==> config.mk <==
export PLATFORM = sky130hd
export DESIGN_NAME = branch_predict_unit
export DESIGN_NICKNAME = d
export VERILOG_FILES = /design/src/rtl/branch_pkg.sv /design/src/rtl/branch_cond.sv /design/src/rtl/branch_predict_unit.sv
export SDC_FILE = /design/constraint.sdc
export NUM_CORES = 1
export LEC_CHECK = 0
export BUFFER_PORTS_ARGS = -buffer_cell sky130_fd_sc_hd__buf_4
export CAP_MARGIN = 30
export CORE_ASPECT_RATIO = 0.5
export CORE_MARGIN = 2
export CORE_UTILIZATION = 45
export DETAILED_ROUTE_END_ITERATION = 10
export HOLD_SLACK_MARGIN = 0.05
export PLACE_DENSITY_LB_ADDON = 0.1
export SYNTH_ARGS = -nofsm -noshare
export SYNTH_HDL_FRONTEND = slang
export SYNTH_SLANG_ARGS = --single-unit
==> constraint.sdc <==
create_clock -name clk -period 1.77 [get_ports clk]
set_input_delay 0.0885 -clock clk [delete_from_list [all_inputs] [get_ports clk]]
set_output_delay 0.0885 -clock clk [all_outputs]
set_load 0.01 [all_outputs]
==> src/rtl/branch_pkg.sv <==
// Shared encodings for the branch predict unit: branch opcodes, 2-bit counter
// states, FSM state type and the saturating counter step.
package branch_pkg;

    localparam logic [3:0] BR_JMP = 4'b1000;
    localparam logic [3:0] BR_JZ  = 4'b1001;
    localparam logic [3:0] BR_JN  = 4'b1010;
    localparam logic [3:0] BR_JC  = 4'b1011;
    localparam logic [3:0] BR_JV  = 4'b1100;
    localparam logic [3:0] BR_JNZ = 4'b1101;
    localparam logic [3:0] BR_JNN = 4'b1110;
    localparam logic [3:0] BR_JNC = 4'b1111;

    localparam logic [1:0] CTR_SNT = 2'b00;
    localparam logic [1:0] CTR_WNT = 2'b01;
    localparam logic [1:0] CTR_WT  = 2'b10;
    localparam logic [1:0] CTR_ST  = 2'b11;

    typedef enum logic {
        ST_IDLE  = 1'b0,
        ST_FLUSH = 1'b1
    } bpu_state_e;

    function automatic logic [1:0] ctr_step(input logic [1:0] c, input logic taken);
        if (taken) return (c == CTR_ST)  ? CTR_ST  : c + 2'd1;
        else       return (c == CTR_SNT) ? CTR_SNT : c - 2'd1;
    endfunction

endpackage

==> src/rtl/branch_cond.sv <==
// Condition decode: maps a branch encoding and the ALU flags to "condition holds".
module branch_cond
    import branch_pkg::*;
(
    input  logic [3:0] br,
    input  logic       z,
    input  logic       n,
    input  logic       c,
    input  logic       v,
    output logic       cond
);

    always_comb begin
        cond = 1'b0;
        case (br)
            BR_JMP:  cond = 1'b1;
            BR_JZ:   cond = z;
            BR_JN:   cond = n;
            BR_JC:   cond = c;
            BR_JV:   cond = v;
            BR_JNZ:  cond = ~z;
            BR_JNN:  cond = ~n;
            BR_JNC:  cond = ~c;
            default: cond = 1'b0;
        endcase
    end

endmodule

==> src/rtl/branch_predict_unit.sv <==
// Branch resolution + 2-bit counter prediction table; a misprediction launches a
// fixed-length flush during which execute is ignored and predictions are forced off.
module branch_predict_unit
    import branch_pkg::*;
#(
    parameter int IDX_W        = 4,
    parameter int ADDR_W       = 16,
    parameter int FLUSH_CYCLES = 2,
    parameter int CNT_W        = 16
) (
    input  logic              clk,
    input  logic              rst,
    input  logic              fetch_valid,
    input  logic [ADDR_W-1:0] fetch_pc,
    output logic              pred_taken,
    input  logic              ex_valid,
    input  logic [ADDR_W-1:0] ex_pc,
    input  logic [3:0]        ex_branch,
    input  logic              ex_pred_taken,
    input  logic              z,
    input  logic              n,
    input  logic              c,
    input  logic              v,
    output logic              jump,
    output logic              mispredict,
    output logic              flush,
    output logic [CNT_W-1:0]  miss_count
);

    localparam int DEPTH = 1 << IDX_W;
    localparam int FC_W  = (FLUSH_CYCLES > 1) ? $clog2(FLUSH_CYCLES) : 1;

    bpu_state_e       state_q, state_d;
    logic [FC_W-1:0]  fcnt_q, fcnt_d;
    logic [1:0]       tbl_q [DEPTH];
    logic [1:0]       tbl_d [DEPTH];
    logic             mispredict_q, mispredict_d;
    logic             flush_q, flush_d;
    logic [CNT_W-1:0] miss_count_q, miss_count_d;

    logic             cond, resolve, miss;
    logic [IDX_W-1:0] f_idx, e_idx;

    assign f_idx = fetch_pc[IDX_W-1:0];
    assign e_idx = ex_pc[IDX_W-1:0];

    generate
        if (ADDR_W > IDX_W) begin : g_unused_pc
            logic unused_pc_hi;
            assign unused_pc_hi = ^{fetch_pc[ADDR_W-1:IDX_W], ex_pc[ADDR_W-1:IDX_W]};
        end
    endgenerate

    branch_cond u_cond (
        .br   (ex_branch),
        .z    (z),
        .n    (n),
        .c    (c),
        .v    (v),
        .cond (cond)
    );

    assign resolve    = ex_valid & ex_branch[3] & (state_q == ST_IDLE);
    assign jump       = resolve & cond;
    assign miss       = resolve & (jump != ex_pred_taken);
    // Table read is from the registered array, so a same-cycle update is not visible.
    assign pred_taken = fetch_valid & (state_q == ST_IDLE) & tbl_q[f_idx][1];

    always_comb begin
        tbl_d = tbl_q;
        if (resolve) tbl_d[e_idx] = ctr_step(tbl_q[e_idx], jump);

        state_d = state_q;
        fcnt_d  = fcnt_q;
        case (state_q)
            ST_IDLE: if (miss) begin
                state_d = ST_FLUSH;
                fcnt_d  = FC_W'(FLUSH_CYCLES - 1);
            end
            ST_FLUSH: begin
                if (fcnt_q == '0) state_d = ST_IDLE;
                else              fcnt_d  = fcnt_q - 1'b1;
            end
            default: state_d = ST_IDLE;
        endcase

        mispredict_d = miss;
        flush_d      = (state_d == ST_FLUSH);
        miss_count_d = miss_count_q;
        if (miss && (miss_count_q != '1)) miss_count_d = miss_count_q + 1'b1;
    end

    always_ff @(posedge clk or posedge rst) begin
        if (rst) begin
            for (int i = 0; i < DEPTH; i++) tbl_q[i] <= CTR_WNT;
            state_q      <= ST_IDLE;
            fcnt_q       <= '0;
            mispredict_q <= 1'b0;
            flush_q      <= 1'b0;
            miss_count_q <= '0;
        end else begin
            tbl_q        <= tbl_d;
            state_q      <= state_d;
            fcnt_q       <= fcnt_d;
            mispredict_q <= mispredict_d;
            flush_q      <= flush_d;
            miss_count_q <= miss_count_d;
        end
    end

    assign mispredict = mispredict_q;
    assign flush      = flush_q;
    assign miss_count = miss_count_q;

endmodule

* After elaboration in Yosys (flattened, before gate mapping) *
Index checks and enable logic that the tools add are counted.

storage, ports and cells
  bits in registers = 51
  input bits = 45
  output and inout bits = 20
  word-level logic and storage cells = 74

operators by class
  $add $sub $neg = 4
  magnitude comparators = 3
  equality and inequality tests = 12
  multiplexer cells = 20
  bitwise operators = 12
  reductions and logical operators = 3

operators by type and width
  kind                   number
  $bwmux 32              1
  $eq 4x4->1 const B     8
  $mux 2                 9
  $add 16x1->16 const B  1
  $bmux 2 s4             2
  $ne 16x16->1 const B   1
  $ge 5x5->1 const B     2
  $not 4->5              2
  $demux 2 s4            1
  $pmux 1 s8             1
  $and 1x1->1            6
  $lt 5x1->1 const B     1
  $mux 1                 4
  $not 1->1              4
  $pmux 1 s2             2
  $add 2x1->2 const B    1
  $eq 2x2->1 const B     1
  $logic_and 1x1->1      2
  $logic_not 2->1        1
  $ne 2x2->1 const B     1
  $sub 2x1->2 const B    1
  $ne 1x1->1             1
  $sub 1x1->1 const B    1

* Depth between registers and ports, before layout *
Gate-level depths: netlist of run 1.

  depth after elaboration = 9
  gate-level depth with buffers = 8
  depth with buffers taken out = 6

* Hierarchy *
A second synthesis of run 1 with hierarchy kept.

unflattened totals
  cells, all modules = 226
  area, all modules = 2720.1 µm²

modules (own cells, without submodules)
  module               instances  cells each  area each (µm²)  sequential area each (µm²)
  branch_predict_unit  1          218         2651.3           1296.2
  branch_cond          1          8           68.8             0.0

* Least setup slack after synthesis of run 1 *
No wires, ideal clock.

  path kind = register to register
  start = reg miss_count_q[0] (netlist: miss_count[0])
  end = reg miss_count_q[6] (netlist: miss_count[6])
  library setup time = 130 ps
  arrival time = 1638 ps
  required time = 1640 ps
  path slack = 2 ps
  stages on the path, launching flop included = 7
  path buffers = 1
  clock period less this slack = 1768 ps
  cells stage by stage = dfrtp_1 -> ha_1 -> inv_1 -> nor3_1 -> clkbuf_1 -> and4b_1 -> xor2_1

on the way
  longest elaborated chain between the ends = 2
  elaborated cells between the ends (all ways) = 3
  classes of those cells = 1 x add/sub; 1 x eq/ne; 1 x reduce/logical

ends and longest elaborated chain
  item                                                                   RTL line                    source
  start: declaration                                                     branch_predict_unit.sv:39   logic [CNT_W-1:0] miss_count_q, miss_count_d;
  start signal: assignment                                               branch_predict_unit.sv:107  miss_count_q <= miss_count_d;
  parallel branches: the longest is 2 deep, another holds $add 16x1->16  n/a

Several ways; the timed one is not identified.
A chain may end at the register's enable or synchronous reset.

* Final worst setup path of run 1 *
  start = reg tbl_q[1] (netlist bit)
  end = out pred_taken

on the way
  longest elaborated chain between the ends = 4

ends and longest elaborated chain
  item                                       RTL line                    source
  start: declaration                         branch_predict_unit.sv:35   logic [1:0] tbl_q [DEPTH];
  start signal: assignment                   branch_predict_unit.sv:102  tbl_q <= tbl_d;
  $bmux 2 s4                                 branch_predict_unit.sv:67   assign pred_taken = fetch_valid & (state_q == ST_IDLE) & tbl_q[f_idx][1];
  $mux 2 (implied by the code) (2 in a row)  branch_predict_unit.sv:67
  $and 1x1->1                                branch_predict_unit.sv:67
  end: declaration                           branch_predict_unit.sv:15   output logic pred_taken,

No other way between the ends. The select of a mux whose other input is x is not followed.

==> flow_summary_export.csv, run 1 <==
group,metric,value,unit
worst_setup_path,rr_worst_depth,9,
timing,slew-limit-headroom,69.3,%
grt,grt_use_met1,27.6,%
worst_hold_path,min_to,"mispredict",
power,powerDensity,881,nW/um2
timing,finalHoldViolations,0,
worst_setup_path,cp.required,1.68,ns
grt,grt_pass1_wl,10.6,mm
worst_setup_path,regToRegEndpoint,"tbl_q[25]",
worst_hold_path,hp-class,"in -> reg",
final_layout,final_area,3620,um2
placed_design,portBuffers,40,
worst_setup_path,endpoint_kind,"output pin",
route,wire_per_inst,16.4,um
clock_tree,cts_buffers,5,
route,drt_first_pass_iters,4,
clock_tree,clockBufferDepth,2,
grt,grt_antenna_before_repair,0,
route,ant_nets,0,
logic_synthesis,synth_seq_cells,51,
floorplanning,pin_count,65,
floorplanning,die_y,59.6,um
clock_tree,htree_levels,2,
final_layout,drive_above_1_share,44.5,%
grt,grt_pass1_vias,2135,
route,drt-initial-drc-count,71,
grt,grt_use_total,20.8,%
grt,top_usage_layer,"met2",
final_layout,layout_common_cells,"buf_4 (61), nand2_1 (55), dfrtp_1 (35)",
worst_hold_path,min_from,"ex_pred_taken",
worst_setup_path,crit_fanout,2,
grt,grt_use_met3,5.32,%
worst_setup_path,arrival,2.03,ns
placed_design,dpl.hpwl,4.58,mm
timing,max_freq,471,MHz
clock_tree,insertion_delay,0.29,ns
logic_synthesis,avgSynthCellArea,11.3,um2
logic_synthesis,seq_area_frac_synth,46.6,%
placed_design,postPlaceCellArea,3350,um2
timing,setup-tns-final,-8.93,ns
timing,hold_slack,0.276,ns
final_layout,syn_to_final_growth,30.3,%
logic_synthesis,synthCells,247,
worst_hold_path,hold_depth,4,
clock_tree,cts_tree,"built",
logic_synthesis,synth_edf_count,0,
clock_tree,clock_sinks,51,
worst_setup_path,r2r_start,"tbl_q[1]",
timing,rsz0062_at_grt,"yes",
floorplanning,die_x,115,um
floorplanning,dieArea,6860,um2
timing,fin_crit_sh,120,%
worst_setup_path,cpMaxStageDelayCell,"mux4_2",
route,finalWirelength,6.49,mm
timing,layout_setup_ws,-0.351,ns
clock_tree,clk_pin_slew,0.07,ns
floorplanning,rows,20,
floorplanning,core_area,6010,um2
power,vdd_ir_drop_max,0.623,mV
worst_setup_path,crit_path_frequent_cell,"mux4_2",
route,drc,0,
final_layout,diodes,0,
status,violations,"setup timing",
timing,finalCriticalPeriod,2.12,ns
final_layout,fin_nets,364,
logic_synthesis,syn-cell-area,2780,um2
timing,drv_slew,0,
final_layout,layout_commonest_cell,"buf_4",
worst_setup_path,crit_family,"multiplexers",
power,p_leak,1.62,nW
timing,finalSetupViolCount,33,
logic_synthesis,synth_cell_types,49,
final_layout,final_core_util,60.3,%
route,viasPerCell,5.41,
logic_synthesis,synth_nets,293,
timing,clock_skew,0.00590,ns
worst_setup_path,worstPathCellList,"mux4_2 > mux4_2 > and3_4 > buf_6",
worst_setup_path,path_class,"reg -> out",
worst_setup_path,start_kind,"flip-flop",
status,outcome,"complete, but fails checks",
logic_synthesis,synth-main-ff-cell,"dfrtp_1",
worst_setup_path,reg2reg_slack,-0.33,ns
floorplanning,initial_core_util,46.3,%
worst_setup_path,slowest_delay,0.53,ns
timing,worst_pin_slew,0.456,ns
logic_synthesis,yosysWarningCount,0,
placed_design,gp_congestion,0.903,
run,max_cap_viol_count,0,
clock_tree,clockRootBuffer,"clkbuf_16",
grt,grt_max_degree,35,
route,vias,2141,
logic_synthesis,async_flop_share,100,%
grt,overflow,0,
grt,grt_use_met2,34.2,%
worst_setup_path,path_buf_inv,1,
==> synth_stat cells, types with 4 or more instances <==
library cell | instances | area [um2]
o21ai_2 | 17 | 149
o21ai_0 | 13 | 65.1
mux2i_1 | 4 | 40.0
xnor2_1 | 8 | 70.1
nand2_1 | 55 | 206
dfrtp_1 | 35 | 876
xor2_1 | 5 | 43.8
nand3_1 | 4 | 20.0
nor3_1 | 5 | 25.0
nand4_1 | 5 | 31.3
inv_1 | 9 | 33.8
mux4_2 | 11 | 248
dfstp_2 | 16 | 420
nor2_1 | 4 | 15.0
and2_1 | 4 | 25.0
==> cell families after synthesis <==
family          synth area share (%)
simple gates                    19.1
flops                           46.6
compound gates                  11.5
mux                             14.8
buf+inv                         3.38
xor+xnor                        4.10
fa+ha+maj                      0.450
==> worst max path at each step <==
stage / start / to / slack (ns) / depth (start not counted)
floorplan: miss_count[0] / miss_count[6] / 0.002 / 6
global placement: tbl_q[1] / pred_taken / -0.05 / 4
detailed placement: ex_pc[0] / tbl_q[24] / -0.12 / 8
CTS: tbl_q[1] / pred_taken / -0.34 / 4
global route: tbl_q[5] / pred_taken / -0.39 / 4
finish: tbl_q[1] / pred_taken / -0.35 / 4
==> registers in the layout (all words and copies together) (netlist names) <==
register,flops
flush,1
mispredict,1
tbl_q,32
miss_count,16
fcnt_q,1
==> routing by layer <==
metal  wire, um  vias to the layer above
met5          0                        -
met1       3020                     1063
met4         97                        0
met3        311                       10
met2       3060                       38
li1           -                     1030
==> area by class of cell <==
cell class,instances,area [um2]
multi-input cells,181,1440
well taps,77,96.3
fillers,514,2380
inverters,9,33.8
clock buffers,8,136
flip-flops and latches,51,1300
repair buffers,70,621
==> worst reg2reg max path: stages, from the launching register on <==
cell       delay [ns]
dfrtp_1          0.41
buf_4            0.15
buf_4            0.13
mux4_2           0.46
a22o_1           0.21
nor2_2           0.10
o21ai_1          0.08
o21ai_2          0.16
clkbuf_16        0.22
o21ai_1          0.07
==> report_power, final <==
group	total [mW]	internal, mW	switching [mW]	leakage, nW
sequential	1.45	1.35	0.0984	0.639
combinational	0.803	0.404	0.399	0.913
clock	0.935	0.527	0.409	0.0652
==> timing repair <==
action | 4_1_cts | 5_1_grt
hold endpoints to repair | 17 | 0
cloned | 1 | 1
hold buffers | 1 | 0
setup endpoints to repair | 28 | 40
setup buffers | 2 | 1
pin swaps | 1 | 2
gates resized for setup | 11 | 17
==> metrics by stage <==
stage          std cells  total power [mW]  setup WS, ns
2_1_floorplan        247              1.90       0.00184
3_3_place_gp         382              2.20       -0.0519
3_5_place_dp         382              2.23        -0.118
4_1_cts              394              3.21        -0.344
5_1_grt              396              3.37        -0.389
6_report             396              3.19        -0.351
Note: power is estimated with default switching activity, not from simulation.
==> run 2, diff against run 1 <==
Clock period 1.77 ns to 1.95 ns, I/O delays scaled along.
==> flow_summary_export.csv, run 2 (synthesized netlist as in run 1, its figures left out) <==
group,metric,value,unit
timing,max_freq,476,MHz
timing,layout_setup_ws,-0.149,ns
placed_design,dpl.hpwl,4.57,mm
route,wire_per_inst,16.7,um
worst_setup_path,arrival,2.00,ns
worst_setup_path,endpoint_kind,"output pin",
clock_tree,cts_tree,"built",
power,powerDensity,828,nW/um2
timing,drv_slew,0,
final_layout,diodes,0,
timing,finalCriticalPeriod,2.10,ns
timing,hold_slack,0.247,ns
grt,overflow,0,
placed_design,dp_slack,-0.0381,ns
route,vias,2126,
placed_design,placed_cells,373,
worst_setup_path,cp.required,1.85,ns
grt,grt_max_degree,28,
timing,slew-limit-headroom,61.7,%
final_layout,largest_reg_flops,32,
final_layout,regMostFlops,"tbl_q",
clock_tree,clock_sinks,51,
final_layout,final_core_util,59.0,%
clock_tree,cts_buffers,5,
floorplanning,rows,20,
clock_tree,htree_levels,2,
power,p_total,2.94,mW
final_layout,syn_to_final_growth,27.6,%
worst_setup_path,start_kind,"flip-flop",
timing,finalSetupViolCount,11,
clock_tree,clk_pin_slew,0.07,ns
route,viasPerCell,5.48,
timing,finalHoldViolations,0,
final_layout,final_area,3550,um2
power,p_leak,1.57,nW
worst_setup_path,reg2reg_slack,-0.05,ns
worst_setup_path,path_class,"reg -> out",
grt,grt_use_total,20.7,%
status,outcome,"complete, but fails checks",
final_layout,layout_common_cells,"nand2_1 (54), buf_4 (54), dfrtp_1 (35)",
power,vdd_ir_drop_max,0.483,mV
timing,worst_pin_slew,0.573,ns
final_layout,stdcell_count,388,
worst_setup_path,crit_fanout,2,
route,drt-initial-drc-count,68,
floorplanning,die_y,59.6,um
power,power.share.switching,28.6,%
floorplanning,core_area,6010,um2
final_layout,drive_above_1_share,43.4,%
floorplanning,die_x,115,um
placed_design,portBuffers,40,
timing,rsz0062_at_grt,"yes",
clock_tree,insertion_delay,0.29,ns
power,clkPwrFrac,30.6,%
power,p_int,2.10,mW
floorplanning,dieArea,6860,um2
status,violations,"setup timing",
power,p_switching,0.840,mW
floorplanning,initial_core_util,46.3,%
final_layout,fillers,512,
placed_design,gp_congestion,0.878,
floorplanning,pin_count,65,
clock_tree,clockBufferDepth,2,
worst_hold_path,hp-class,"in -> reg",
power,pwr-share-seq,44.9,%
timing,fin_crit_sh,108,%
final_layout,fin_nets,356,
clock_tree,clockRootBuffer,"clkbuf_16",
route,finalWirelength,6.48,mm
run,max_cap_viol_count,0,
route,ant_nets,0,
grt,grt_pass1_vias,2091,
grt,grt_antenna_before_repair,0,
placed_design,postPlaceCellArea,3270,um2
grt,grt_pass1_wl,10.4,mm
route,drt_first_pass_iters,6,
timing,setup-tns-final,-0.459,ns
power,comb_power_share,24.5,%
route,drc,0,
timing,clock_skew,0.00543,ns
==> run 2: final timing paths <==
path | start | endpoint | cells after the start
max | tbl_q[3] | pred_taken | 4
min | ex_pc[3] | tbl_q[24] | 4
max reg2reg | tbl_q[9] | tbl_q[11] | 8
min reg2reg | tbl_q[24] | tbl_q[24] | 2
max in group asynchronous | rst | tbl_q[0] | 4
min in group asynchronous | rst | miss_count[14] | 3
==> run 2: final cells by class <==
cell class,count,area [um2],area share (%)
Timing Repair Buffer,62,548,15.5
Sequential cell,51,1300,36.6
Clock buffer,7,143,4.02
Tap cell,77,96.3,2.72
Multi-Input combinational cell,181,1420,40.2
Inverter,9,33.8,0.953
Clock inverter,1,5.00,0.141
==> run 2: per-layer routing <==
metal	GRT usage (%)	share of wire, %
met5	0	0
met3	4.40	3.8
met1	28.2	47
met2	33.4	47
met4	7.92	2.1
==> run 2: power by group through the flow <==
stage                     registers (mW)  logic (mW)  clock network (mW)
after floorplan                     1.35       0.371                   0
after global placement              1.33       0.658                   0
after detailed placement            1.34       0.675                   0
after CTS                           1.32       0.685               0.914
after global routing                1.34       0.791               0.964
final                               1.32       0.718               0.899
==> run 2: critical path, stage by stage, from the launching register on <==
cell and delay, ns:
dfrtp_1 0.39, mux4_2 0.47, mux4_2 0.54, and3_4 0.20, buf_6 0.11
==> run 2: what timing repair did <==
| item | in CTS | in global routing |
|---|---|---|
| hold endpoints to repair | 17 | 0 |
| resized for setup | 3 | 19 |
| endpoints found under the setup margin | 2 | 21 |
| pin swaps | 1 | 15 |
| hold buffers | 1 | 0 |
| cloned | 0 | 2 |
| setup buffers | 2 | 2 |
